<file path="src/rtl/perf_pkg.sv">
// perf_pkg: shared definitions for the performance-counter block.
//   - register word indices (req_addr[4:2])
//   - CTRL bit positions
//   - perf_ev_e: counter index, in STATUS bit / snapshot word order
//   - resp_t: response payload (read data + error flag)
//   - rf_rd_amount(): saturates the 2-bit register-file read strobe to 0..2
package perf_pkg;

    localparam int NUM_EV = 6;

    localparam logic [2:0] W_CTRL          = 3'd0;
    localparam logic [2:0] W_STATUS        = 3'd1;
    localparam logic [2:0] W_SNAP_CYCLE    = 3'd2;
    localparam logic [2:0] W_SNAP_INSTR    = 3'd3;
    localparam logic [2:0] W_SNAP_MEM_RD   = 3'd4;
    localparam logic [2:0] W_SNAP_MEM_WR   = 3'd5;
    localparam logic [2:0] W_SNAP_RF_RD    = 3'd6;
    localparam logic [2:0] W_SNAP_RF_WR    = 3'd7;

    localparam int CTRL_ENABLE   = 0;
    localparam int CTRL_CLEAR    = 1;
    localparam int CTRL_SNAPSHOT = 2;

    typedef enum logic [2:0] {
        EV_CYCLE  = 3'd0,
        EV_INSTR  = 3'd1,
        EV_MEM_RD = 3'd2,
        EV_MEM_WR = 3'd3,
        EV_RF_RD  = 3'd4,
        EV_RF_WR  = 3'd5
    } perf_ev_e;

    typedef struct packed {
        logic [31:0] rdata;
        logic        err;
    } resp_t;

    // A strobe value of 3 is not a legal read count; it counts as 2.
    function automatic logic [1:0] rf_rd_amount(input logic [1:0] n);
        return (n == 2'd3) ? 2'd2 : n;
    endfunction

endpackage

</file>
<file path="src/rtl/perf_counter.sv">
// perf_counter: one wrapping event counter.
//   clk, reset_n : clock, asynchronous active-low reset
//   inc[1:0]     : amount to add this cycle (0..2)
//   en           : counting enabled
//   clr          : synchronous clear; wins over any increment this cycle
//   value        : current count
//   ovf          : combinational pulse, high in the cycle whose edge wraps the count
module perf_counter #(
    parameter int CNT_W = 32
) (
    input  logic             clk,
    input  logic             reset_n,
    input  logic [1:0]       inc,
    input  logic             en,
    input  logic             clr,
    output logic [CNT_W-1:0] value,
    output logic             ovf
);

    logic [CNT_W-1:0] value_q, value_d;
    logic [CNT_W:0]   sum;

    always_comb begin
        // NOTE: every output of this block gets a default first, so no path leaves it unassigned and no latch is inferred.
        sum     = {1'b0, value_q} + {{(CNT_W-1){1'b0}}, inc};
        value_d = value_q;
        ovf     = 1'b0;
        if (clr) begin
            value_d = '0;
        end else if (en) begin
            value_d = sum[CNT_W-1:0];
            ovf     = sum[CNT_W];
        end
    end

    always_ff @(posedge clk or negedge reset_n) begin
        // NOTE: state registers use non-blocking assignments so every flop samples pre-edge values.
        if (!reset_n) begin
            value_q <= '0;
        end else begin
            value_q <= value_d;
        end
    end

    assign value = value_q;

endmodule

</file>
<file path="src/rtl/perf_counter_unit.sv">
// perf_counter_unit: six event counters served over a valid/ready register port.
//   clk, reset_n            : clock, asynchronous active-low reset
//   ev_*                    : per-cycle event strobes from the core
//   req_valid/req_ready     : request handshake; req_we, req_addr, req_wdata payload
//   resp_valid/resp_ready   : response handshake; resp_rdata, resp_err payload
// Words: CTRL, STATUS (sticky W1C overflow flags), six read-only snapshots.
module perf_counter_unit
    import perf_pkg::*;
#(
    parameter int CNT_W = 32
) (
    input  logic        clk,
    input  logic        reset_n,
    input  logic        ev_instr,
    input  logic        ev_mem_rd,
    input  logic        ev_mem_wr,
    input  logic [1:0]  ev_rf_rd,
    input  logic        ev_rf_wr,
    input  logic        req_valid,
    output logic        req_ready,
    input  logic        req_we,
    input  logic [4:0]  req_addr,
    input  logic [31:0] req_wdata,
    output logic        resp_valid,
    input  logic        resp_ready,
    output logic [31:0] resp_rdata,
    output logic        resp_err
);

    logic                   enable_q, enable_d;
    logic [NUM_EV-1:0]      status_q, status_d;
    logic [CNT_W-1:0]       snap_q [NUM_EV];
    logic [CNT_W-1:0]       snap_d [NUM_EV];
    logic                   resp_valid_q, resp_valid_d;
    resp_t                  resp_q, resp_d;

    logic [CNT_W-1:0]       live [NUM_EV];
    logic [NUM_EV-1:0]      ovf;
    logic [1:0]             inc  [NUM_EV];

    logic                   accept;
    logic [2:0]             word;
    logic                   ctrl_wr, status_wr, clr, snap_req;
    logic [31:0]            rd_word;
    logic                   unused_bits;

    assign unused_bits = ^{req_addr[1:0], req_wdata[31:NUM_EV]};

    // One outstanding response; a new request may ride the consuming edge.
    assign req_ready = !resp_valid_q || resp_ready;
    assign accept    = req_valid && req_ready;
    assign word      = req_addr[4:2];
    assign ctrl_wr   = accept && req_we && (word == W_CTRL);
    assign status_wr = accept && req_we && (word == W_STATUS);
    assign clr       = ctrl_wr && req_wdata[CTRL_CLEAR];
    assign snap_req  = ctrl_wr && req_wdata[CTRL_SNAPSHOT];

    always_comb begin
        inc[EV_CYCLE]  = 2'd1;
        inc[EV_INSTR]  = {1'b0, ev_instr};
        inc[EV_MEM_RD] = {1'b0, ev_mem_rd};
        inc[EV_MEM_WR] = {1'b0, ev_mem_wr};
        inc[EV_RF_RD]  = rf_rd_amount(ev_rf_rd);
        inc[EV_RF_WR]  = {1'b0, ev_rf_wr};
    end

    // Counters see the ENABLE value from before this cycle's write.
    for (genvar i = 0; i < NUM_EV; i++) begin : g_cnt
        perf_counter #(.CNT_W(CNT_W)) u_cnt (
            .clk     (clk),
            .reset_n (reset_n),
            .inc     (inc[i]),
            .en      (enable_q),
            .clr     (clr),
            .value   (live[i]),
            .ovf     (ovf[i])
        );
    end

    always_comb begin
        enable_d = enable_q;
        if (ctrl_wr) begin
            enable_d = req_wdata[CTRL_ENABLE];
        end

        // Clear first, then OR in new wraps: a simultaneous set wins.
        status_d = status_q;
        if (status_wr) begin
            status_d = status_q & ~req_wdata[NUM_EV-1:0];
        end
        status_d = status_d | ovf;

        // Live values are pre-increment and pre-clear at this edge.
        for (int i = 0; i < NUM_EV; i++) begin
            snap_d[i] = snap_q[i];
            if (snap_req) begin
                snap_d[i] = live[i];
            end
        end
    end

    // Read data reflects state after the acceptance edge, hence the _d values.
    always_comb begin
        rd_word = '0;
        case (word)
            W_CTRL:   rd_word[CTRL_ENABLE]  = enable_d;
            W_STATUS: rd_word[NUM_EV-1:0]   = status_d;
            default:  rd_word[CNT_W-1:0]    = snap_d[word - W_SNAP_CYCLE];
        endcase
    end

    always_comb begin
        resp_valid_d = resp_valid_q;
        resp_d       = resp_q;
        if (accept) begin
            resp_valid_d = 1'b1;
            resp_d.rdata = req_we ? 32'd0 : rd_word;
            resp_d.err   = req_we && (word >= W_SNAP_CYCLE);
        end else if (resp_ready) begin
            resp_valid_d = 1'b0;
        end
    end

    always_ff @(posedge clk or negedge reset_n) begin
        if (!reset_n) begin
            enable_q     <= 1'b1;
            status_q     <= '0;
            // NOTE: the snapshot bank is architecturally visible and reads 0 after reset, so it is reset like any other register.
            for (int i = 0; i < NUM_EV; i++) begin
                snap_q[i] <= '0;
            end
            resp_valid_q <= 1'b0;
            resp_q       <= '0;
        end else begin
            enable_q     <= enable_d;
            status_q     <= status_d;
            for (int i = 0; i < NUM_EV; i++) begin
                snap_q[i] <= snap_d[i];
            end
            resp_valid_q <= resp_valid_d;
            resp_q       <= resp_d;
        end
    end

    assign resp_valid = resp_valid_q;
    assign resp_rdata = resp_q.rdata;
    assign resp_err   = resp_q.err;

endmodule

</file>
<file path="config.mk">
export PLATFORM = sky130hd
export DESIGN_NAME = perf_counter_unit
export DESIGN_NICKNAME = d
export VERILOG_FILES = /design/src/rtl/perf_pkg.sv /design/src/rtl/perf_counter.sv /design/src/rtl/perf_counter_unit.sv
export SDC_FILE = /design/constraint.sdc
export NUM_CORES = 1
export LEC_CHECK = 0
export BUFFER_PORTS_ARGS = -buffer_cell sky130_fd_sc_hd__buf_2
export CORE_AREA = 2 2 295 297
export CTS_CLUSTER_SIZE = 30
export DETAILED_ROUTE_END_ITERATION = 8
export DIE_AREA = 0 0 297 299
export HOLD_SLACK_MARGIN = 0.02
export SETUP_SLACK_MARGIN = 0.2
export SYNTH_ARGS = -nofsm -noshare
export SYNTH_HDL_FRONTEND = slang
export SYNTH_SLANG_ARGS = --single-unit
export TNS_END_PERCENT = 30
</file>
<file path="constraint.sdc">
create_clock -name clk -period 6.43 [get_ports clk]
set_clock_uncertainty 0.1 [all_clocks]
set_input_delay 0.643 -clock clk [delete_from_list [all_inputs] [get_ports clk]]
set_output_delay 0.643 -clock clk [all_outputs]
set_load 0.01 [all_outputs]
</file>
==> impl_metrics.yaml, run 1 <==
global_route:
  grt_usage_pct: 11.55
  grt.overflow.total: 0
  grt_pass1_vias: 13813
  antenna_found_initial: 0
  grt_pass1_wl_mm: 82.25
  grt_max_degree: 136
clocking:
  cts-root-buf: "clkbuf_16"
  cts_tree: "built"
  cts.clk_slew.worst_paths_ps: 60
  cts_num_sinks: 425
  post_cts_buffers: 0
  post_cts_resized: 0
  htreeDepth: 2
  insertion_delay_ps: 580
  cts_buffers: 46
  cts_hold_buffers: 0
  clockBufferDepth: 3
synthesis:
  netlist_area_um2: 20370
  yosysTopAreaCellShare_pct: 52.08
  yosysWarnings: 0
  synth_fp_nets: 1870
  yosys-top-cells-area: "dfrtp_1 (52%), mux2_2 (12%), xor2_1 (4.6%)"
  synth_cells: 1809
  synth_largest_area_cell: "dfrtp_1"
  synth-edff-count: 0
  yosys-top-cells-count: "dfrtp_1 (424), mux2_2 (218), nor2_1 (218), nand2_1 (128), xor2_1 (106)"
  synthMostInstantiatedCell: "dfrtp_1"
  synth_seq_cells: 425
  yosysUniqueCellTypes: 64
  async_flop_share_pct: 100.0
  synth_ff_type: "dfrtp_1"
  ys_seq_area_share_pct: 52.21
  synth_area_per_cell_um2: 11.26
power_and_ir_drop:
  p_total_w: 0.006522
  p_leak_nw: 10.46
  p_int_w: 0.004759
  power_frac_comb_pct: 10.7
  p_sw_w: 0.001763
  swShare_pct: 27.04
  ir_drop_mv: 0.1766
  power_density_nw_per_um2: 280.1
  p_clk_share_pct: 40.0
  p_seq_share_pct: 49.3
routing:
  drtIter0Drc: 1019
  routedWlPerCell_um: 16.97
  ant_nets: 0
  via_per_inst: 4.538
  drcViolationCount: 0
  drt_pre_antenna_iters: 7
  via_count: 13731
  drt_wl_total_mm: 51.35
place:
  dp_hpwl_mm: 34.61
  place_congestion: 0.7859
  io_buffers: 54
  pre_cts_ws_ps: 2182
final_layout:
  area_delta_synth_final_pct: 14.30
  layout.nets: 1896
  antenna-diode-count: 0
  drive_gt1_share_pct: 21.06
die:
  dieArea_um2: 88800
  die-width_um: 297
  start_util_pct: 23.70
  chipHeight_um: 299
  fp-row-count: 108
  io_pins: 83
  core_um2: 85940
sta:
  fin_crit_sh_pct: 58.73
  final-hold-violation-count: 0
  finalSetupTns_ps: 0
  fmax_ghz: 0.2648
  slew_headroom_pct: 25.12
  worst_slew_pin_slew_ps: 1113
  finalSetupViolations: 0
  drv_slew: 0
  rsz0062_at_grt: "false"
  setup_ws_ps: 2653
  fin_crit_ps: 3777
critical_path:
  crit_arrival_ps: 4130
  startpoint_type: "register"
  cp-end-kind: "register"
  rrSetupSlack_ps: 2650
  timing.rr.start: "resp_valid"
  path_max_fanout: 43
  rr_worst_depth: 8
  criticalPathCategory: "reg2reg"
  r2r-end: "resp_rdata[21]"
  critPathRequiredTime_ps: 6780
flow_run:
  max_cap_viol_count: 0
min_path:
  hold_class: "in2async"
status:
  status: "finished, final reports clean"
stage by stage:
step	hold slack, ps	cells	util [%]	cell area, um^2
2_1_floorplan	247.4	1809	-	20370
3_3_place_gp	365.2	2942	25.37	21810
3_5_place_dp	375.3	2942	25.37	21810
4_1_cts	53.97	3026	27.10	23290
5_1_grt	100.3	3026	27.10	23290
6_report	8.995	3026	27.10	23290
flip-flops by register name, indices dropped and copies added, names as in the netlist:
| register | flops |
|---|---|
| snap_q | 192 |
| g_cnt.u_cnt.value | 192 |
| resp_rdata | 32 |
| resp_err | 1 |
| status_q | 6 |
| resp_valid | 1 |
| enable_q | 1 |
kinds of logic after synthesis:
logic type | after synthesis | synth area share [%]
AND/OR/NAND/NOR | 652 | 15.96
flip-flops | 425 | 52.21
multiplexers | 291 | 15.69
AO/OA/AOI/OAI | 155 | 5.472
XOR/XNOR | 155 | 6.664
buffers and inverters | 118 | 3.169
adder cells (fa/ha/maj) | 13 | 0.8353
routing by layer:
| layer | GRT usage (%) | wire length [um] |
|---|---|---|
| met1 | 16.58 | 24700 |
| met4 | 2.994 | 1040 |
| met3 | 1.977 | 2251 |
| met5 | 0 | 0 |
| met2 | 17.96 | 23350 |
area by class of cell:
class	count	area (um^2)
flip-flops and latches	425	10640
repair buffers	77	515.5
multi-input cells	1266	9139
inverters	19	71.32
well taps	1155	1445
clock buffers	72	1390
fillers	9056	62660
clock inverters	12	88.84
worst max-delay path by stage:
stage                     start              to  cells after the start
floorplan           req_addr[3]  resp_rdata[30]                      8
global placement    req_addr[2]  resp_rdata[17]                      7
detailed placement  req_addr[2]  resp_rdata[17]                      7
CTS                  resp_valid  resp_rdata[28]                      8
global route         resp_valid  resp_rdata[30]                      8
finish               resp_valid  resp_rdata[21]                      8
power groups by stage:
stage / combinational [W] / sequential (W) / clock, W
final: 0.000695 / 0.00322 / 0.00261
after CTS: 0.000705 / 0.00321 / 0.00267
after global routing: 0.000787 / 0.00325 / 0.00279
after detailed placement: 0.000700 / 0.00326 / 0
after floorplan: 0.000516 / 0.00315 / 0
after global placement: 0.000681 / 0.00325 / 0
cell usage in the layout, fill, tap and decap left out, drive strengths merged, types with 2 or more instances in the layout:
cell     synthesis  layout
nor4            27      27
a211oi           3       3
nor2b            6       6
o2bb2ai          3       3
ha              12      12
clkbuf          54      72
nor4b            4       4
xor2           106     106
or3             21      21
clkinv           1      11
and2            11      11
o211a            2       2
inv             18      19
or4b             2       2
o21bai           3       3
xnor2           49      49
nor3            21      21
a221o           26      26
mux2i           71      71
nand2          128     128
buf             45      77
o31ai            4       4
or4              8       8
o21ai           38      38
o21a             3       3
a22oi           26      26
o211ai           4       4
mux2           220     220
a21oi           25      25
or2              4       4
nand3           72      72
dfrtp          424     424
and4            23      23
nor2           218     218
a31oi            2       2
and3            30      30
nand3b           3       3
a221oi           9       9
nand4           70      70
worst max-delay path: stages, from the launching register on:
cell,delay (ps)
dfrtp_1,330
nor2b_1,800
inv_1,260
nand2_1,130
buf_4,460
or3_1,860
nor2_2,70
buf_4,290
a221o_1,340
Note: power is estimated with default switching activity, not from simulation.
==> inputs of run 2 (changes only) <==
==> constraint.sdc (replaced) <==
create_clock -name clk -period 3.5 [get_ports clk]
set_clock_uncertainty 0.1 [all_clocks]
set_input_delay 0.35 -clock clk [delete_from_list [all_inputs] [get_ports clk]]
set_output_delay 0.35 -clock clk [all_outputs]
set_load 0.01 [all_outputs]
==> run 2 against run 1 <==
- final area rose by 1.2%
- sequential cell count did not move
- first-iteration DRC count fell by 15%
- combinational power rose by 90%
- highest routed layer unchanged
- sequential power rose by 83%
- non-clock buffer count rose by 34
- global-route usage barely moved
- critical endpoint is now snap_q[73]
==> impl_metrics.yaml, run 2 (synthesized netlist as in run 1, its figures left out) <==
power_and_ir_drop:
  p_leak_nw: 10.62
  p_clk_share_pct: 39.7
  p_sw_w: 0.003212
  power_frac_comb_pct: 11.0
  p_seq_share_pct: 49.3
  power_density_nw_per_um2: 507.4
  ir_drop_mv: 0.3427
  swShare_pct: 26.86
  p_int_w: 0.008746
final_layout:
  fill_cells: 8983
  multiInputGateArea_um2: 9117
  antenna-diode-count: 0
  area_delta_synth_final_pct: 15.69
  utilization_pct: 27.42
  seq_area_um2: 10640
  drive_gt1_share_pct: 21.94
  layout.nets: 1929
  final_cell_mix: "dfrtp_1 (424), mux2_2 (218), nor2_1 (217), nand2_1 (128), xor2_1 (106)"
  final_common_cell: "dfrtp_1"
global_route:
  grt_pass1_wl_mm: 82.15
  grt.busiest_layer: "met2"
  antenna_found_initial: 0
  grt_usage_pct: 11.56
  gr-usage-met1_pct: 15.96
  met2_usage_pct: 18.65
  grt.overflow.total: 0
  grt_use_met3_pct: 2.326
  grt_max_degree: 101
  grt_pass1_vias: 13845
clocking:
  insertion_delay_ps: 580
  htreeDepth: 2
  cts_buffers: 45
  post_cts_buffers: 0
  cts_tree: "built"
  post_cts_resized: 0
  clockBufferDepth: 3
  cts-root-buf: "clkbuf_16"
  cts_hold_buffers: 6
  cts.clk_slew.worst_paths_ps: 60
  cts_num_sinks: 425
die:
  core_um2: 85940
  dieArea_um2: 88800
  chipHeight_um: 299
  die-width_um: 297
  start_util_pct: 23.70
  io_pins: 83
  fp-row-count: 108
sta:
  holdWs_ps: 37.90
  fin_crit_sh_pct: 72.56
  fmax_ghz: 0.3938
  drv_slew: 0
  slew_headroom_pct: 47.69
  worst_slew_pin_slew_ps: 784.6
  finalSetupTns_ps: 0
  fin_crit_ps: 2540
  rsz0062_at_grt: "false"
  final-hold-violation-count: 0
  finalSetupViolations: 0
routing:
  drcViolationCount: 0
  drtIter0Drc: 864
  via_count: 13875
  drt_wl_total_mm: 51.49
  drt_pre_antenna_iters: 5
  via_per_inst: 4.540
  routedWlPerCell_um: 16.85
  ant_nets: 0
critical_path:
  crit_arrival_ps: 2900
  cp-end-kind: "register"
  critPathRequiredTime_ps: 3860
  startpoint_type: "register"
  timing.rr.start: "resp_valid"
  criticalPathCategory: "reg2reg"
  path_max_fanout: 100
  crit_path_start: "resp_valid"
place:
  place_congestion: 0.7867
  dp_hpwl_mm: 35.77
  io_buffers: 54
min_path:
  hold_start: "req_wdata[3]"
  hold_class: "in2reg"
status:
  status: "finished, final reports clean"
flow_run:
  max_cap_viol_count: 0
-- run 2: changes by cell type in the layout (fill, tap and decap cells not counted), moves of 2 or more --
cell	change
buf_4	+23
dlygate4sd3_1	+6
buf_12	+5
clkbuf_8	-4
nor4_1	+2
-- run 2: power groups by stage --
| stage | Sequential [W] | Clock [W] | Combinational [W] |
|---|---|---|---|
| floorplan | 0.00578 | 0 | 0.000949 |
| global placement | 0.00596 | 0 | 0.00130 |
| detailed placement | 0.00598 | 0 | 0.00133 |
| CTS | 0.00589 | 0.00487 | 0.00134 |
| global route | 0.00597 | 0.00505 | 0.00149 |
| finish | 0.00590 | 0.00474 | 0.00132 |
-- run 2: cell type report --
cell class                 instances  share of cell area [%]
sequential                       425                   45.13
multi-input combinational       1266                   38.68
tap                             1155                   6.132
clock buffer                      67                   5.648
timing repair buffer             111                   3.599
clock inverter                    13                  0.5043
inverter                          19                  0.3026
-- run 2: per-layer routing --
metal	vias to the layer above	part of all wire, %
li1	6565	-
met1	7007	47
met2	237	47
met3	66	4.6
met4	0	1.7
met5	-	0
-- run 2: final timing paths --
kind | depth (start not counted) | slack [ps] | end
max | 6 | 960 | snap_q[73]
min | 3 | 40 | status_q[3]
max reg2reg | 6 | 960 | snap_q[73]
min reg2reg | 2 | 370 | status_q[5]
max in group asynchronous | 3 | 2080 | g_cnt[3].u_cnt.value[1]
min in group asynchronous | 2 | 340 | g_cnt[2].u_cnt.value[6]
-- run 2: through the flow --
stage	setup slack, ps	instance area (um^2)	instances	total power [W]
finish	960.4	23570	3056	0.01196
global route	842.5	23570	3056	0.01251
CTS	973.4	23570	3056	0.01210
detailed placement	482.7	22060	2970	0.007307
global placement	500.7	22060	2970	0.007257
floorplan	775.0	20370	1809	0.006733
-- run 2: worst max-delay path: stages, from the launching register on --
cell and delay [ps]:
dfrtp_1 390, nor2b_1 140, buf_4 180, nor3_4 240
buf_4 380, buf_12 460, mux2_2 410
==> inputs of run 3 (changes only) <==
==> constraint.sdc (replaced) <==
create_clock -name clk -period 2.3 [get_ports clk]
set_clock_uncertainty 0.1 [all_clocks]
set_input_delay 0.23 -clock clk [delete_from_list [all_inputs] [get_ports clk]]
set_output_delay 0.23 -clock clk [all_outputs]
set_load 0.01 [all_outputs]
==> run 3 against run 2 <==
- non-clock buffer count is 179 higher
- sequential share of layout area is 4.8 points lower
- worst hold slack better by 9.2 ps
- clock power is 52% higher
- total power is 59% higher
- register-to-register slack worse by 950 ps
- sequential power is 52% higher
- via count is 9.2% higher
- critical path type unchanged
- critical endpoint is now resp_rdata[15]
- largest cell class unchanged
==> impl_metrics.yaml, run 3 (synthesized netlist as in run 1, its figures left out) <==
die:
  start_util_pct: 23.70
  fp-row-count: 108
  io_pins: 83
  die-width_um: 297
  dieArea_um2: 88800
  core_um2: 85940
  chipHeight_um: 299
critical_path:
  critPathRequiredTime_ps: 2640
  criticalPathCategory: "reg2reg"
  cp_num_buf_inv: 4
  rrSetupSlack_ps: 7
  max_stage_delay_ps: 380
  startpoint_type: "register"
  cp-end-kind: "register"
  r2r-end: "resp_rdata[15]"
  crit_path_start: "resp_valid"
  rr_worst_depth: 9
  cpMaxStageDelayCell: "dfrtp_1"
  crit_arrival_ps: 2630
  crit_family: "buffers and inverters"
  timing.rr.start: "resp_valid"
  path_max_fanout: 7
  path_cells: "nor2b_1 -> buf_4 -> nor3_4 -> buf_6 -> buf_12 -> buf_12 -> mux2_4 -> mux2_4 -> a221o_1"
clocking:
  cts.clk_slew.worst_paths_ps: 60
  cts_num_sinks: 425
  cts_buffers: 44
  cts_tree: "built"
  clockBufferDepth: 3
  insertion_delay_ps: 570
  htreeDepth: 2
  cts-root-buf: "clkbuf_16"
global_route:
  gr-usage-met1_pct: 18.87
  grt_use_met3_pct: 4.028
  met2_usage_pct: 18.71
  grt_pass1_wl_mm: 90.54
  grt.busiest_layer: "met1"
  antenna_found_initial: 9
  grt.overflow.total: 0
  grt_usage_pct: 13.01
  grt_pass1_vias: 14718
  grt_max_degree: 82
routing:
  drtIter0Drc: 1139
  drt_pre_antenna_iters: 6
  ant_nets: 0
  via_count: 15158
  drcViolationCount: 0
  routedWlPerCell_um: 18.69
  via_per_inst: 4.681
  drt_wl_total_mm: 60.51
sta:
  rsz0062_at_grt: "true"
  fin_crit_ps: 2293
  final-hold-violation-count: 0
  setup_ws_ps: 6.640
  worst_slew_pin_slew_ps: 767.1
  finalSetupViolations: 0
  fin_crit_sh_pct: 99.71
  fmax_ghz: 0.4360
  drv_slew: 0
  slew_headroom_pct: 47.40
power_and_ir_drop:
  ir_drop_mv: 0.4728
  p_leak_nw: 11.93
  p_total_w: 0.01904
  power_density_nw_per_um2: 722.7
place:
  io_buffers: 54
  place_congestion: 0.8299
  place_area_um2: 23390
  dp_hpwl_mm: 41.57
  pre_cts_ws_ps: -400.4
final_layout:
  final_cell_area_um2: 26350
  final_cell_mix: "dfrtp_1 (423), nor2_1 (216), buf_4 (167), mux2_2 (126), nand2_1 (124)"
  final_common_cell: "dfrtp_1"
  drive_gt1_share_pct: 32.44
  fill_cells: 8774
  multiInputGateArea_um2: 9980
  layout.nets: 2107
  seq_area_um2: 10640
  area_delta_synth_final_pct: 29.36
flow_run:
  max_cap_viol_count: 0
min_path:
  hold_class: "in2async"
status:
  status: "finished, final reports clean"
==> run 3: per-stage QoR <==
stage                     util (%)  hold slack [ps]  std cells  setup TNS [ps]
after global placement       27.21            27.00       3093          -37510
final                        30.66            47.13       3238               0
after CTS                    29.35            27.24       3200               0
after global routing         30.66            55.58       3237          -401.7
after detailed placement     27.21            19.46       3093          -39590
after floorplan                  -           -165.6       1809           -4466
==> run 3: power breakdown <==
group          switching, W  total (W)  internal, W  leakage [nW]
sequential         0.000767    0.00895      0.00818          5.77
combinational       0.00146    0.00291      0.00145          5.44
clock               0.00307    0.00719      0.00412         0.718
total               0.00530     0.0190       0.0137          11.9
==> run 3: repair_timing <==
action | 4_1_cts | 5_1_grt
cloned | 4 | 8
hold endpoints to repair | 436 | 0
hold buffers | 12 | 0
endpoints found under the setup margin | 184 | 220
setup buffers | 10 | 28
pin swaps | 8 | 60
gates resized for setup | 19 | 157
==> run 3: cell type report <==
class | instances | share of cell area, %
sequential | 425 | 40.37
multi-input combinational | 1266 | 37.87
timing repair buffer | 290 | 10.52
tap | 1155 | 5.484
clock buffer | 63 | 4.871
clock inverter | 18 | 0.5840
inverter | 19 | 0.2849
antenna | 2 | 0.01899
==> run 3: worst reg2reg max path: stages, from the launching register on <==
cell and delay, ps:
dfrtp_1 380, nor2b_1 130, buf_4 160, nor3_4 120, buf_6 170, buf_12 160, buf_12 120, mux2_4 300
mux2_4 260, a221o_1 290
==> run 3: how the worst max path moves through the flow <==
stage	endpoint	slack (ps)	depth (start not counted)
after floorplan	resp_rdata[17]	-180	8
after global placement	resp_rdata[23]	-380	7
after detailed placement	resp_rdata[19]	-400	7
after CTS	resp_rdata[8]	40	9
after global routing	resp_rdata[11]	-40	9
final	resp_rdata[15]	7	9
==> run 3: routing by layer <==
layer,vias to the layer above,share of wire [%]
li1,6929,-
met5,-,0.15
met4,14,2.1
met1,7755,47
met3,87,7.7
met2,373,43
